## src/rtl/pipeline_stall_ctrl_pkg.sv

```systemverilog
// Shared definitions for the pipeline stall/flush controller: state encoding and
// the NOP instruction that the IF/ID flush consumer substitutes.
package pipeline_stall_ctrl_pkg;

  localparam logic [1:0] RUN      = 2'd0;
  localparam logic [1:0] MEM_WAIT = 2'd1;
  localparam logic [1:0] HALT     = 2'd2;

  typedef enum logic [1:0] {
    StRun     = RUN,
    StMemWait = MEM_WAIT,
    StHalt    = HALT
  } state_e;

  // addi x0, x0, 0
  localparam logic [31:0] NOP_INSTR = 32'h0000_0013;

endpackage

```

## src/rtl/pipeline_stall_ctrl_sat_counter.sv

```systemverilog
// Width-parameterised up-counter that sticks at MAX; synchronous clear wins over enable.
module sat_counter #(
  parameter int unsigned     W   = 8,
  parameter logic [W-1:0]    MAX = '1
) (
  input  logic         clk,
  input  logic         clr,
  input  logic         en,
  output logic [W-1:0] count
);

  logic [W-1:0] count_q;

  // Count up until MAX, then hold.
  always_ff @(posedge clk) begin
    if (clr) begin
      count_q <= '0;
    end else if (en && (count_q != MAX)) begin
      count_q <= count_q + 1'b1;
    end
  end

  assign count = count_q;

endmodule

```

## src/rtl/pipeline_stall_ctrl.sv

```systemverilog
// Pipeline stall/flush sequencer: turns load-use, branch-redirect and data-memory busy
// into PC / pipeline-register enables and flushes, with a memory-wait watchdog.
// Optional cycle counters are built when PIPELINE_PERF_CNT_EN is defined.
module pipeline_stall_ctrl
  import pipeline_stall_ctrl_pkg::*;
#(
  parameter int unsigned WAIT_MAX = 16,
  parameter int unsigned CNT_W    = 5,
  parameter int unsigned PERF_W   = 32
) (
  input  logic clk,
  input  logic rst,
  input  logic lu_hazard,
  input  logic br_taken,
  input  logic dmem_busy,
  output logic pc_write,
  output logic if_id_write,
  output logic if_id_flush,
  output logic id_ex_flush,
  output logic ex_mem_write,
  output logic halted
`ifdef PIPELINE_PERF_CNT_EN
  ,
  output logic [PERF_W-1:0] stall_cycles,
  output logic [PERF_W-1:0] flush_cycles
`endif
);

  localparam logic [CNT_W-1:0] WaitMax = CNT_W'(WAIT_MAX);

  state_e            state_q, state_d;
  logic [CNT_W-1:0]  wait_cnt;
  logic              cnt_clr, cnt_en;

  // Next-state and wait-counter control.
  always_comb begin
    state_d = state_q;
    cnt_clr = 1'b0;
    cnt_en  = 1'b0;
    unique case (state_q)
      StRun: begin
        // wait_cnt is 0 in RUN, so one increment lands on 1.
        if (dmem_busy) begin
          state_d = StMemWait;
          cnt_en  = 1'b1;
        end
      end
      StMemWait: begin
        if (!dmem_busy) begin
          state_d = StRun;
          cnt_clr = 1'b1;
        end else if (wait_cnt == WaitMax) begin
          state_d = StHalt;
        end else begin
          cnt_en = 1'b1;
        end
      end
      StHalt: ;
      default: state_d = StRun;
    endcase
  end

  // State register; only reset leaves HALT.
  always_ff @(posedge clk) begin
    if (rst) begin
      state_q <= StRun;
    end else begin
      state_q <= state_d;
    end
  end

  sat_counter #(
    .W   (CNT_W),
    .MAX (WaitMax)
  ) u_wait_cnt (
    .clk   (clk),
    .clr   (rst | cnt_clr),
    .en    (cnt_en),
    .count (wait_cnt)
  );

  // Strobes are combinational so a busy memory freezes the pipe in the same cycle.
  always_comb begin
    pc_write     = 1'b0;
    if_id_write  = 1'b0;
    if_id_flush  = 1'b0;
    id_ex_flush  = 1'b0;
    ex_mem_write = 1'b0;
    halted       = 1'b0;
    if (rst) begin
      if_id_flush = 1'b1;
      id_ex_flush = 1'b1;
    end else begin
      unique case (state_q)
        StRun: begin
          if (dmem_busy) begin
            // freeze: everything already at 0
          end else if (br_taken) begin
            // Branch squashes any stalled instruction, so it beats lu_hazard.
            pc_write     = 1'b1;
            if_id_write  = 1'b1;
            if_id_flush  = 1'b1;
            id_ex_flush  = 1'b1;
            ex_mem_write = 1'b1;
          end else if (lu_hazard) begin
            id_ex_flush  = 1'b1;
            ex_mem_write = 1'b1;
          end else begin
            pc_write     = 1'b1;
            if_id_write  = 1'b1;
            ex_mem_write = 1'b1;
          end
        end
        StMemWait: ; // freeze, including the release cycle
        StHalt:    halted = 1'b1;
        default:   ;
      endcase
    end
  end

`ifdef PIPELINE_PERF_CNT_EN
  sat_counter #(
    .W (PERF_W)
  ) u_stall_cnt (
    .clk   (clk),
    .clr   (rst),
    .en    (~pc_write),
    .count (stall_cycles)
  );

  sat_counter #(
    .W (PERF_W)
  ) u_flush_cnt (
    .clk   (clk),
    .clr   (rst),
    .en    (if_id_flush | id_ex_flush),
    .count (flush_cycles)
  );
`endif

endmodule
```

## config.mk

```make
export PLATFORM = sky130hd
export DESIGN_NAME = pipeline_stall_ctrl
export DESIGN_NICKNAME = d
export VERILOG_FILES = /design/src/rtl/pipeline_stall_ctrl_pkg.sv /design/src/rtl/pipeline_stall_ctrl_sat_counter.sv /design/src/rtl/pipeline_stall_ctrl.sv
export SDC_FILE = /design/constraint.sdc
export NUM_CORES = 1
export LEC_CHECK = 0
export CORE_AREA = 2 2 39 41
export CTS_BUF_LIST = sky130_fd_sc_hd__clkbuf_8
export CTS_CLUSTER_DIAMETER = 200
export DETAILED_ROUTE_END_ITERATION = 10
export DIE_AREA = 0 0 41 43
export SYNTH_ARGS = -nofsm -noshare
export SYNTH_HDL_FRONTEND = slang
export SYNTH_SLANG_ARGS = --single-unit
```

## constraint.sdc

```tcl
create_clock -name clk -period 1.4 [get_ports clk]
set_input_delay 0.28 -clock clk [delete_from_list [all_inputs] [get_ports clk]]
set_output_delay 0.28 -clock clk [all_outputs]
set_load 0.005 [all_outputs]
```

Yosys cells after proc, flatten, opt, wreduce, memory -nomap -nowiden
Index checks and enable logic that the tools add are counted.
{"block": "word_totals", "input_bits": 5, "elab_cells": 42, "reg_bits": 7, "output_inout_bits": 6}
{"block": "classes", "eq_ne": 6, "n_reduce_logical": 3, "add_sub_neg": 1, "n_mux": 28, "bitwise_logic": 2}
{"op": "$mux W1", "n": 23}
{"op": "$mux W2", "n": 3}
{"op": "$pmux W2 S3", "n": 1}
{"op": "$add A5 B1 Y5 const B", "n": 1}
{"op": "$eq A5 B5 Y1 const B", "n": 1}
{"op": "$ne A5 B5 Y1 const B", "n": 1}
{"op": "$ne A3 B3 Y1 const B", "n": 1}
{"op": "$reduce_and A3 Y1", "n": 1}
{"op": "$eq A2 B1 Y1 const B", "n": 1}
{"op": "$eq A2 B2 Y1 const B", "n": 1}
{"op": "$logic_not A2 Y1", "n": 1}
{"op": "$ne A2 B2 Y1 const B", "n": 1}
{"op": "$pmux W1 S2", "n": 1}
{"op": "$logic_and A1 B1 Y1", "n": 1}
{"op": "$not A1 Y1", "n": 1}
{"op": "$or A1 B1 Y1", "n": 1}

Logic depth before layout (Yosys ltp)
Gate-level depths: netlist of the first run.
{"block": "logic_depth", "ltp_word": 5, "mapped_depth": 5, "mapped_depth_nobuf": 5}

Cells and area by module
From an unflattened synthesis of the first run, not the netlist that was laid out.
{"block": "unflattened", "hier_cells": 47, "area_unflattened_um2": 450.4}
{"module": "sat_counter", "cells_per_inst": 27, "n_inst": 1, "seq_area_each_um2": 100.1, "area_per_inst_um2": 257.7}
{"module": "pipeline_stall_ctrl", "cells_per_inst": 20, "n_inst": 1, "seq_area_each_um2": 40.0, "area_per_inst_um2": 192.7}

Worst setup path after synthesis of the first run
Ideal clock, no wire load.
{"block": "synth_path", "kind": "register to output", "startpoint": "reg state_q[1]", "endpoint": "out pc_write", "slack_ns": -0.060, "t_required_ns": 1.120, "arrival_ns": 1.180, "n_path_buf": 1, "path_stages_with_launch": 4, "cell_sequence": "dfxtp_1 nor4_1 a21boi_0 buf_4"}
{"block": "synth_via", "elab_chain_cells": 3}
{"element": "start, declared", "line_no": "pipeline_stall_ctrl.sv:31", "rtl": "state_e state_q, state_d;"}
{"element": "start signal, assigned", "line_no": "pipeline_stall_ctrl.sv:66", "rtl": "state_q <= StRun;"}
{"element": "start signal, assigned", "line_no": "pipeline_stall_ctrl.sv:68", "rtl": "state_q <= state_d;"}
{"element": "$logic_not A2 Y1"}
{"element": "$mux W1 (2 in series)"}
{"element": "end, declared", "line_no": "pipeline_stall_ctrl.sv:16", "rtl": "output logic pc_write,"}
Every way passes these cells.

Worst setup path in the final report of the first run
{"block": "layout_path", "startpoint": "reg state_q[1]", "endpoint": "out if_id_flush"}
{"block": "layout_via", "elab_chain_cells": 3}
{"element": "$logic_not A2 Y1", "line_no": "pipeline_stall_ctrl.sv:94", "rtl": "unique case (state_q)"}
{"element": "$mux W1", "line_no": "pipeline_stall_ctrl.sv:94"}
{"element": "$mux W1", "line_no": "pipeline_stall_ctrl.sv:90", "rtl": "if (rst) begin"}
{"element": "end, declared", "line_no": "pipeline_stall_ctrl.sv:18", "rtl": "output logic if_id_flush,"}
Every way passes these cells.

==> results of run 1 <==
placed cells by master (no fill, tap or decap), types with 2 or more instances in the layout:
| master | instances |
|---|---|
| clkdlybuf4s50_1 | 2 |
| a21oi_1 | 6 |
| inv_1 | 5 |
| buf_6 | 2 |
| o21ai_0 | 3 |
| nand2b_1 | 2 |
| dfxtp_1 | 5 |
| buf_2 | 5 |
| buf_4 | 6 |
| nand3_1 | 3 |
| a211oi_1 | 2 |
| clkbuf_8 | 3 |
| ha_1 | 2 |
metrics by stage:
step | util, % | instances
2_1_floorplan | - | 47
3_3_place_gp | 41.3 | 79
3_5_place_dp | 41.3 | 79
4_1_cts | 46.1 | 84
5_1_grt | 46.0 | 84
6_report | 46.0 | 84
layer usage:
layer | routed length (um) | vias up
li1 | - | 215
met1 | 411 | 197
met2 | 479 | 17
met3 | 61 | 5
met4 | 38 | 0
met5 | 0 | -
Yosys cell counts:
library cell  instances
nand4_1               1
nor2b_1               1
a21o_1                1
nor2_1                1
or2_1                 1
dfxtp_1               7
ha_1                  2
buf_4                 1
a21boi_0              1
o21ai_0               4
nor3b_1               1
nor4_1                1
and4bb_2              1
a211oi_1              2
nand2b_4              1
inv_1                 4
and3b_1               1
or3_1                 1
nand3_1               3
nand4bb_1             1
nand2b_1              2
nor3_1                1
a31o_2                1
a21oi_1               6
nand4b_1              1
cell type report:
type,count,area share [%]
timing repair buffer,18,21.6
tap,16,3.14
clock inverter,1,0.589
clock buffer,3,6.48
inverter,4,2.36
sequential,7,22.8
multi-input combinational,35,43.0
sequential cells by signal, indices dropped and copies added (netlist names):
name	cells
u_wait_cnt.count	5
state_q	2
report_power, final:
group / total (W) / internal (W) / switching (W)
clock: 0.000276 / 0.000189 / 0.0000870
sequential: 0.000213 / 0.000205 / 0.00000721
combinational: 0.0000799 / 0.0000449 / 0.0000351
tightest hold or removal path, delay by kind of cell, from the launching register on:
| family | cells | cell delay [ns] |
|---|---|---|
| DFF | 1 | 0.33 |
| AOI/OAI and AO/OA | 2 | 0.14 |
timing repair:
item	4_1_cts	5_1_grt
buffers inserted	1	0
endpoints found under the hold margin	0	0
gates resized for setup	36	2
setup endpoints to repair	7	6
cloned	0	0
pin swaps	3	2
worst paths after layout:
check                      start                   to  slack, ns
max reg2reg           state_q[1]  u_wait_cnt.count[2]       0.11
min          u_wait_cnt.count[0]  u_wait_cnt.count[0]       0.51
max                   state_q[1]          if_id_flush      -0.03
min reg2reg  u_wait_cnt.count[0]  u_wait_cnt.count[0]       0.51
cell families after synthesis:
| family | after synthesis | share of synthesized area (%) |
|---|---|---|
| adder cells (fa/ha/maj) | 2 | 6.15 |
| buffers and inverters | 5 | 5.54 |
| AND/OR/NAND/NOR | 18 | 32.0 |
| AO/OA/AOI/OAI | 15 | 21.8 |
| flip-flops | 7 | 34.5 |
==> run_results.csv, run 1 <==
group,metric,value,unit
timing,slew_violations,0,
route,wl_per_cell,11.8,um
cts,clk_pin_slew,0.04,ns
timing,fin_crit_sh,102,%
global_routing,use_met2,22.5,%
setup_path,crit_chain,"buf_6, nor3_4, a21o_1, clkdlybuf4s15_2",
die,dieHeight,43,um
timing,max_freq,700,MHz
synthesis,synth_top_area_cell,"dfxtp_1",
cts,numCtsBuffers,3,
timing,clock_skew,0.00301,ns
timing,tightest_slew,0.224,ns
global_routing,grt_first_pass_wirelength,1680,um
route,vias,434,
setup_path,slowest_delay,0.33,ns
global_routing,grt_max_degree,8,
synthesis,synth_cell_types,25,
placed_design,place_congestion,0.693,
die,die_w,41,um
power_and_ir_drop,p_total,0.000569,W
cts,cts-root-buf,"clkbuf_8",
final_layout,final_area,637,um^2
global_routing,grt_pass1_vias,422,
hold_path,holdPathStages,2,
cts,clock_path_buffers,2,
die,start_util,29.4,%
die,core_area,1380,um^2
timing,fin_setup_tns,-0.0738,ns
setup_path,crit_family,"flip-flops",
final_layout,drive_gt1_share,38.2,%
cts,tritoncts,"yes",
power_and_ir_drop,ir_drop,0.305,mV
setup_path,critPathKind,"register to output pin",
route,wl,991,um
cts,cts_sinks,7,
power_and_ir_drop,leakagePower,0.263,nW
global_routing,gr-total-overflow,0,
synthesis,synth_seq_area_share,34.5,%
timing,fin_hold_ws,0.514,ns
setup_path,cp_max_fo,2,
timing,worst_slack,-0.0277,ns
synthesis,yosys_warnings,0,
synthesis,ys_top_cells_by_area,"dfxtp_1, a21oi_1, ha_1",
final_layout,synthToLayoutAreaGrowth,56.6,%
cts,htreeDepth,1,
setup_path,cp_num_cells,4,
cts,hold_buffers,0,
outcome,outcome,"finished, violations left",
route,drt_iter0_markers,7,
global_routing,grtUsageMet3,4.71,%
final_layout,n_fill_cell,137,
final_layout,multiInputGateArea,274,um^2
global_routing,antenna_found_initial,0,
die,ioPinCount,11,
setup_path,cp.arrival,1.15,ns
setup_path,cp_data_required_time,1.12,ns
synthesis,synthesis.nets,54,
route,ant_nets,0,
synthesis,avgSynthCellArea,8.65,um^2
synthesis,syn_inst,47,
setup_path,startpoint_type,"register",
timing,final-setup-viol-count,3,
die,dieArea,1760,um^2
placed_design,placed_cell_area,572,um^2
synthesis,synth_top_area_share,34.5,%
outcome,violations,"negative setup slack",
global_routing,grt.total_usage,14.6,%
timing,hold_viol_final,0,
synthesis,synth_area,407,um^2
global_routing,use_met1,14.8,%
placed_design,hpwl,752,um
setup_path,cp-end-kind,"output pin",
final_layout,nNetsFinal,76,
die,rows,14,
timing,finalCriticalPeriod,1.43,ns
timing,relSlewSlack,85.0,%
cts,clk_latency,0.23,ns
timing,rsz0062_at_grt,"true",
route,dr.pass1.iters,4,
route,drc_errors,0,
setup_path,cp_num_buf_inv,2,
placed_design,dp_slack,-0.667,ns
run,drv_cap,0,
setup_path,cp_slowest_cell,"dfxtp_2",
global_routing,grt-busiest-layer,"met2",
placed_design,portBuffers,10,
route,viasPerCell,5.17,
setup_path,reg2reg_depth,5,
hold_path,hp-class,"register to register",
final_layout,seq_area,145,um^2
final_layout,num_antenna_cells,0,
power_and_ir_drop,p_per_area,893,nW/um^2
synthesis,synth_seq_cells,7,
(Power assumes the default switching activity.)
==> run 2, diff against run 1 <==
--- a/config.mk
+++ b/config.mk
@@ -10,6 +10,7 @@
 export CTS_CLUSTER_DIAMETER = 200
 export DETAILED_ROUTE_END_ITERATION = 10
 export DIE_AREA = 0 0 41 43
+export PLACE_DENSITY = 0.58
 export SYNTH_ARGS = -nofsm -noshare
 export SYNTH_HDL_FRONTEND = slang
 export SYNTH_SLANG_ARGS = --single-unit
==> run 2 against run 1 <==
Net effect:
- the flow still finishes with violations (negative setup slack)
- combinational power is 2% higher
- maximum frequency decreased by 2.4%
- hold slack better by 0.0039 ns
- cell count rose by 1.2%
- first-iteration DRC count is 43% lower
- clock-buffer cell count did not move
- setup slack got worse by 0.036 ns
- via count shrank 0.92%
- global-route usage grew 0.13 points
- register-to-register slack better by 0.02 ns
- critical path type unchanged
- critical endpoint is now if_id_write
==> run_results.csv, run 2 (same netlist as run 1, synthesis figures left out) <==
group,metric,value,unit
outcome,outcome,"finished, violations left",
outcome,violations,"negative setup slack",
route,wl,1020,um
timing,final-setup-viol-count,2,
cts,cts_sinks,7,
global_routing,antenna_found_initial,0,
cts,numCtsBuffers,3,
route,wl_per_cell,12.0,um
cts,cts-root-buf,"clkbuf_8",
route,drt_iter0_markers,4,
global_routing,gr-total-overflow,0,
cts,htreeDepth,1,
setup_path,reg2reg_from,"u_wait_cnt.count[0]",
cts,hold_buffers,0,
final_layout,drive_gt1_share,39.1,%
timing,worst_slack,-0.0635,ns
die,die_w,41,um
cts,clk_latency,0.23,ns
final_layout,nNetsFinal,77,
setup_path,startpoint_type,"register",
hold_path,min_from,"u_wait_cnt.count[0]",
global_routing,grt.total_usage,14.7,%
die,rows,14,
die,core_area,1380,um^2
cts,clk_pin_slew,0.04,ns
hold_path,holdPathStages,2,
route,dr.pass1.iters,2,
power_and_ir_drop,leakagePower,0.271,nW
timing,max_freq,683,MHz
timing,relSlewSlack,85.9,%
cts,cts_setup_buffers,0,
cts,tritoncts,"yes",
setup_path,cp-startpoint,"state_q[1]",
die,dieArea,1760,um^2
setup_path,rrSetupSlack,0.13,ns
timing,slew_violations,0,
timing,rsz0062_at_grt,"true",
placed_design,place_congestion,0.657,
hold_path,min_to,"u_wait_cnt.count[0]",
timing,tightest_slew,0.210,ns
global_routing,grt_first_pass_wirelength,1640,um
final_layout,largest_register_ffs,5,
route,drc_errors,0,
setup_path,reg2reg_depth,5,
placed_design,hpwl,761,um
die,start_util,29.4,%
power_and_ir_drop,p_per_area,866,nW/um^2
run,drv_cap,0,
route,vias,430,
route,viasPerCell,5.06,
placed_design,dp_slack,-0.666,ns
power_and_ir_drop,p_total,0.000571,W
timing,hold_viol_final,0,
power_and_ir_drop,ir_drop,0.691,mV
final_layout,synthToLayoutAreaGrowth,62.2,%
cts,clock_path_buffers,2,
die,dieHeight,43,um
timing,fin_crit_sh,105,%
setup_path,r2r-end,"u_wait_cnt.count[1]",
die,ioPinCount,11,
setup_path,cp-end-kind,"output pin",
placed_design,portBuffers,10,
setup_path,cp.arrival,1.18,ns
setup_path,critPathKind,"register to output pin",
route,ant_nets,0,
final_layout,mostFrequentLayoutCells,"buf_4, a21oi_1, inv_1, buf_2, dfxtp_1",
timing,fin_hold_ws,0.518,ns
final_layout,layout.cells.most_common,"buf_4",
global_routing,grt_max_degree,8,
setup_path,cp_data_required_time,1.12,ns
timing,finalCriticalPeriod,1.46,ns
final_layout,num_antenna_cells,0,
setup_path,cp_max_fo,3,
global_routing,grt_pass1_vias,400,
hold_path,hp-class,"register to register",
timing,clock_skew,0.00214,ns
## run 2: final cells by class
cell class | instances | area [um^2]
Tap cell | 16 | 20.0
Multi-Input combinational cell | 35 | 282
Inverter | 4 | 15.0
Fill cell | 131 | 724
Clock buffer | 3 | 41.3
Sequential cell | 7 | 148
Timing Repair Buffer | 19 | 150
Clock inverter | 1 | 3.75
## run 2: worst max-delay path by stage
| stage | endpoint | slack, ns |
|---|---|---|
| 3_5_place_dp | if_id_write | -0.67 |
| 6_report | if_id_write | -0.06 |
| 5_1_grt | if_id_write | -0.14 |
| 2_1_floorplan | pc_write | 0.007 |
| 3_3_place_gp | id_ex_flush | -0.62 |
| 4_1_cts | if_id_write | -0.09 |
## run 2: repair_timing
item,CTS,global route
pin swaps,3,2
endpoints found under the setup margin,6,6
resized for setup,38,3
## run 2: per-layer routing
| metal | up-vias | wire length (um) | track usage, % |
|---|---|---|---|
| li1 | 216 | - | - |
| met1 | 197 | 406 | 14.9 |
| met2 | 15 | 534 | 22.5 |
| met3 | 2 | 54 | 6.81 |
| met4 | 0 | 21 | 10.0 |
| met5 | - | 0 | 0 |
## run 2: through the flow
step	utilization [%]	TNS, ns	cells	area, um^2
2_1_floorplan	-	0	47	407
3_3_place_gp	42.4	-4.19	81	587
3_5_place_dp	42.4	-4.35	81	587
4_1_cts	46.4	-0.199	85	642
5_1_grt	47.6	-0.370	85	659
6_report	47.6	-0.127	85	659
## run 2: power breakdown
group          internal (W)  switching, W   total, W
Combinational     0.0000457     0.0000358  0.0000815
Sequential         0.000203    0.00000689   0.000210
Clock              0.000190     0.0000894   0.000279
## run 2: worst max-delay path: stages (launching register included)
cell      delay (ns)
dfxtp_4         0.35
nor4_4          0.27
a21boi_2        0.21
buf_2           0.13
==> run 3, diff against run 2 <==
--- a/config.mk
+++ b/config.mk
@@ -6,7 +6,7 @@
 export NUM_CORES = 1
 export LEC_CHECK = 0
 export CORE_AREA = 2 2 39 41
-export CTS_BUF_LIST = sky130_fd_sc_hd__clkbuf_8
+export CTS_BUF_LIST = sky130_fd_sc_hd__clkbuf_2
 export CTS_CLUSTER_DIAMETER = 200
 export DETAILED_ROUTE_END_ITERATION = 10
 export DIE_AREA = 0 0 41 43
==> run 3 against run 2 <==
Net effect:
- the flow still finishes with violations (negative setup slack)
- register-to-register slack hardly changed
- non-clock buffer count is 2 higher
- cell count is 2.4% higher
- critical endpoint unchanged
==> run_results.csv, run 3 (same netlist as run 1, synthesis figures left out) <==
group,metric,value,unit
global_routing,use_met1,15.2,%
route,vias,426,
final_layout,mostFrequentLayoutCells,"buf_4, a21oi_1, buf_2, buf_6, dfxtp_1",
route,drc_errors,0,
final_layout,num_antenna_cells,0,
timing,slew_violations,0,
outcome,violations,"negative setup slack",
timing,final-setup-viol-count,5,
cts,numCtsBuffers,3,
route,ant_nets,0,
final_layout,drive_gt1_share,42.3,%
timing,max_freq,654,MHz
setup_path,cp-end-kind,"output pin",
placed_design,hpwl,761,um
placed_design,placed_cells,81,
global_routing,antenna_found_initial,0,
die,dieArea,1760,um^2
setup_path,cp_data_required_time,1.12,ns
cts,htreeDepth,1,
global_routing,grt_max_degree,8,
cts,cts-root-buf,"clkbuf_2",
route,dr.pass1.iters,3,
placed_design,portBuffers,10,
die,core_area,1380,um^2
route,wl,1020,um
global_routing,gr-total-overflow,0,
timing,rsz0062_at_grt,"true",
route,drt_iter0_markers,5,
route,wl_per_cell,11.7,um
hold_path,hp-class,"register to register",
die,ioPinCount,11,
global_routing,grt_first_pass_wirelength,1610,um
final_layout,synthToLayoutAreaGrowth,60.9,%
die,dieHeight,43,um
setup_path,startpoint_type,"register",
final_layout,fin_cells,87,
die,die_w,41,um
die,rows,14,
outcome,outcome,"finished, violations left",
setup_path,critPathKind,"register to output pin",
timing,fin_setup_tns,-0.421,ns
cts,tritoncts,"yes",
final_layout,final_area,654,um^2
timing,worst_slack,-0.130,ns
route,viasPerCell,4.90,
power_and_ir_drop,p_total,0.000445,W
global_routing,grt-busiest-layer,"met2",
power_and_ir_drop,p_per_area,680,nW/um^2
global_routing,grt.total_usage,14.1,%
final_layout,layout.cells.most_common,"buf_4",
run,drv_cap,0,
placed_design,place_congestion,0.657,
cts,cts_sinks,7,
setup_path,cp_max_fo,2,
power_and_ir_drop,leakagePower,0.274,nW
timing,fin_hold_ws,0.524,ns
placed_design,placed_cell_area,587,um^2
timing,relSlewSlack,86.2,%
timing,hold_viol_final,0,
timing,finalCriticalPeriod,1.53,ns
cts,clk_latency,0.23,ns
timing,clock_skew,0.000972,ns
cts,clk_pin_slew,0.07,ns
die,start_util,29.4,%
final_layout,largest_register_ffs,5,
final_layout,nNetsFinal,79,
cts,clock_path_buffers,2,
power_and_ir_drop,ir_drop,0.397,mV
timing,fin_crit_sh,109,%
global_routing,use_met2,21.3,%
global_routing,grtUsageMet3,5.24,%
setup_path,cp.arrival,1.25,ns
cts,hold_buffers,0,
timing,tightest_slew,0.206,ns
global_routing,grt_pass1_vias,390,
[run 3: worst paths after layout]
check                      startpoint             endpoint  slack, ns  depth (start not counted)
setup / recovery           state_q[1]          if_id_write      -0.13                          4
hold / removal    u_wait_cnt.count[0]  u_wait_cnt.count[0]       0.52                          2
setup reg to reg  u_wait_cnt.count[0]  u_wait_cnt.count[1]       0.14                          5
hold reg to reg   u_wait_cnt.count[0]  u_wait_cnt.count[0]       0.52                          2
[run 3: cell type report]
class                      count  area, um^2
clock buffer                   4        20.0
fill                         131         729
inverter                       4        15.0
multi-input combinational     35         282
sequential                     7         145
tap                           16        20.0
timing repair buffer          21         173
[run 3: repair_timing]
action,in CTS,in global routing
gates cloned,0,0
setup buffers,1,1
resized for setup,38,4
pin swaps,3,1
endpoints found under the setup margin,6,6
[run 3: through the flow]
step / setup slack (ns) / utilization, %
floorplan: 0.00738 / -
global placement: -0.624 / 42.4
detailed placement: -0.666 / 42.4
CTS: -0.176 / 45.8
global route: -0.224 / 47.3
finish: -0.130 / 47.3
[run 3: power by group]
part,internal (W),leakage (nW),switching [W]
logic,0.0000466,0.200,0.0000356
clock network,0.0000760,0.0166,0.0000754
registers,0.000204,0.0581,0.00000719
total,0.000327,0.274,0.000118
[run 3: critical path, stage by stage (launching register included)]
cell and delay (ns):
dfxtp_2 0.33, buf_6 0.11, nor4_4 0.25, a21boi_2 0.21
buf_2 0.13
[run 3: routing by layer]
layer  routed length [um]  share of wire (%)
met2                  535                 53
met5                    0                  0
met1                  426                 42
met3                   40                3.9
met4                   14                1.4
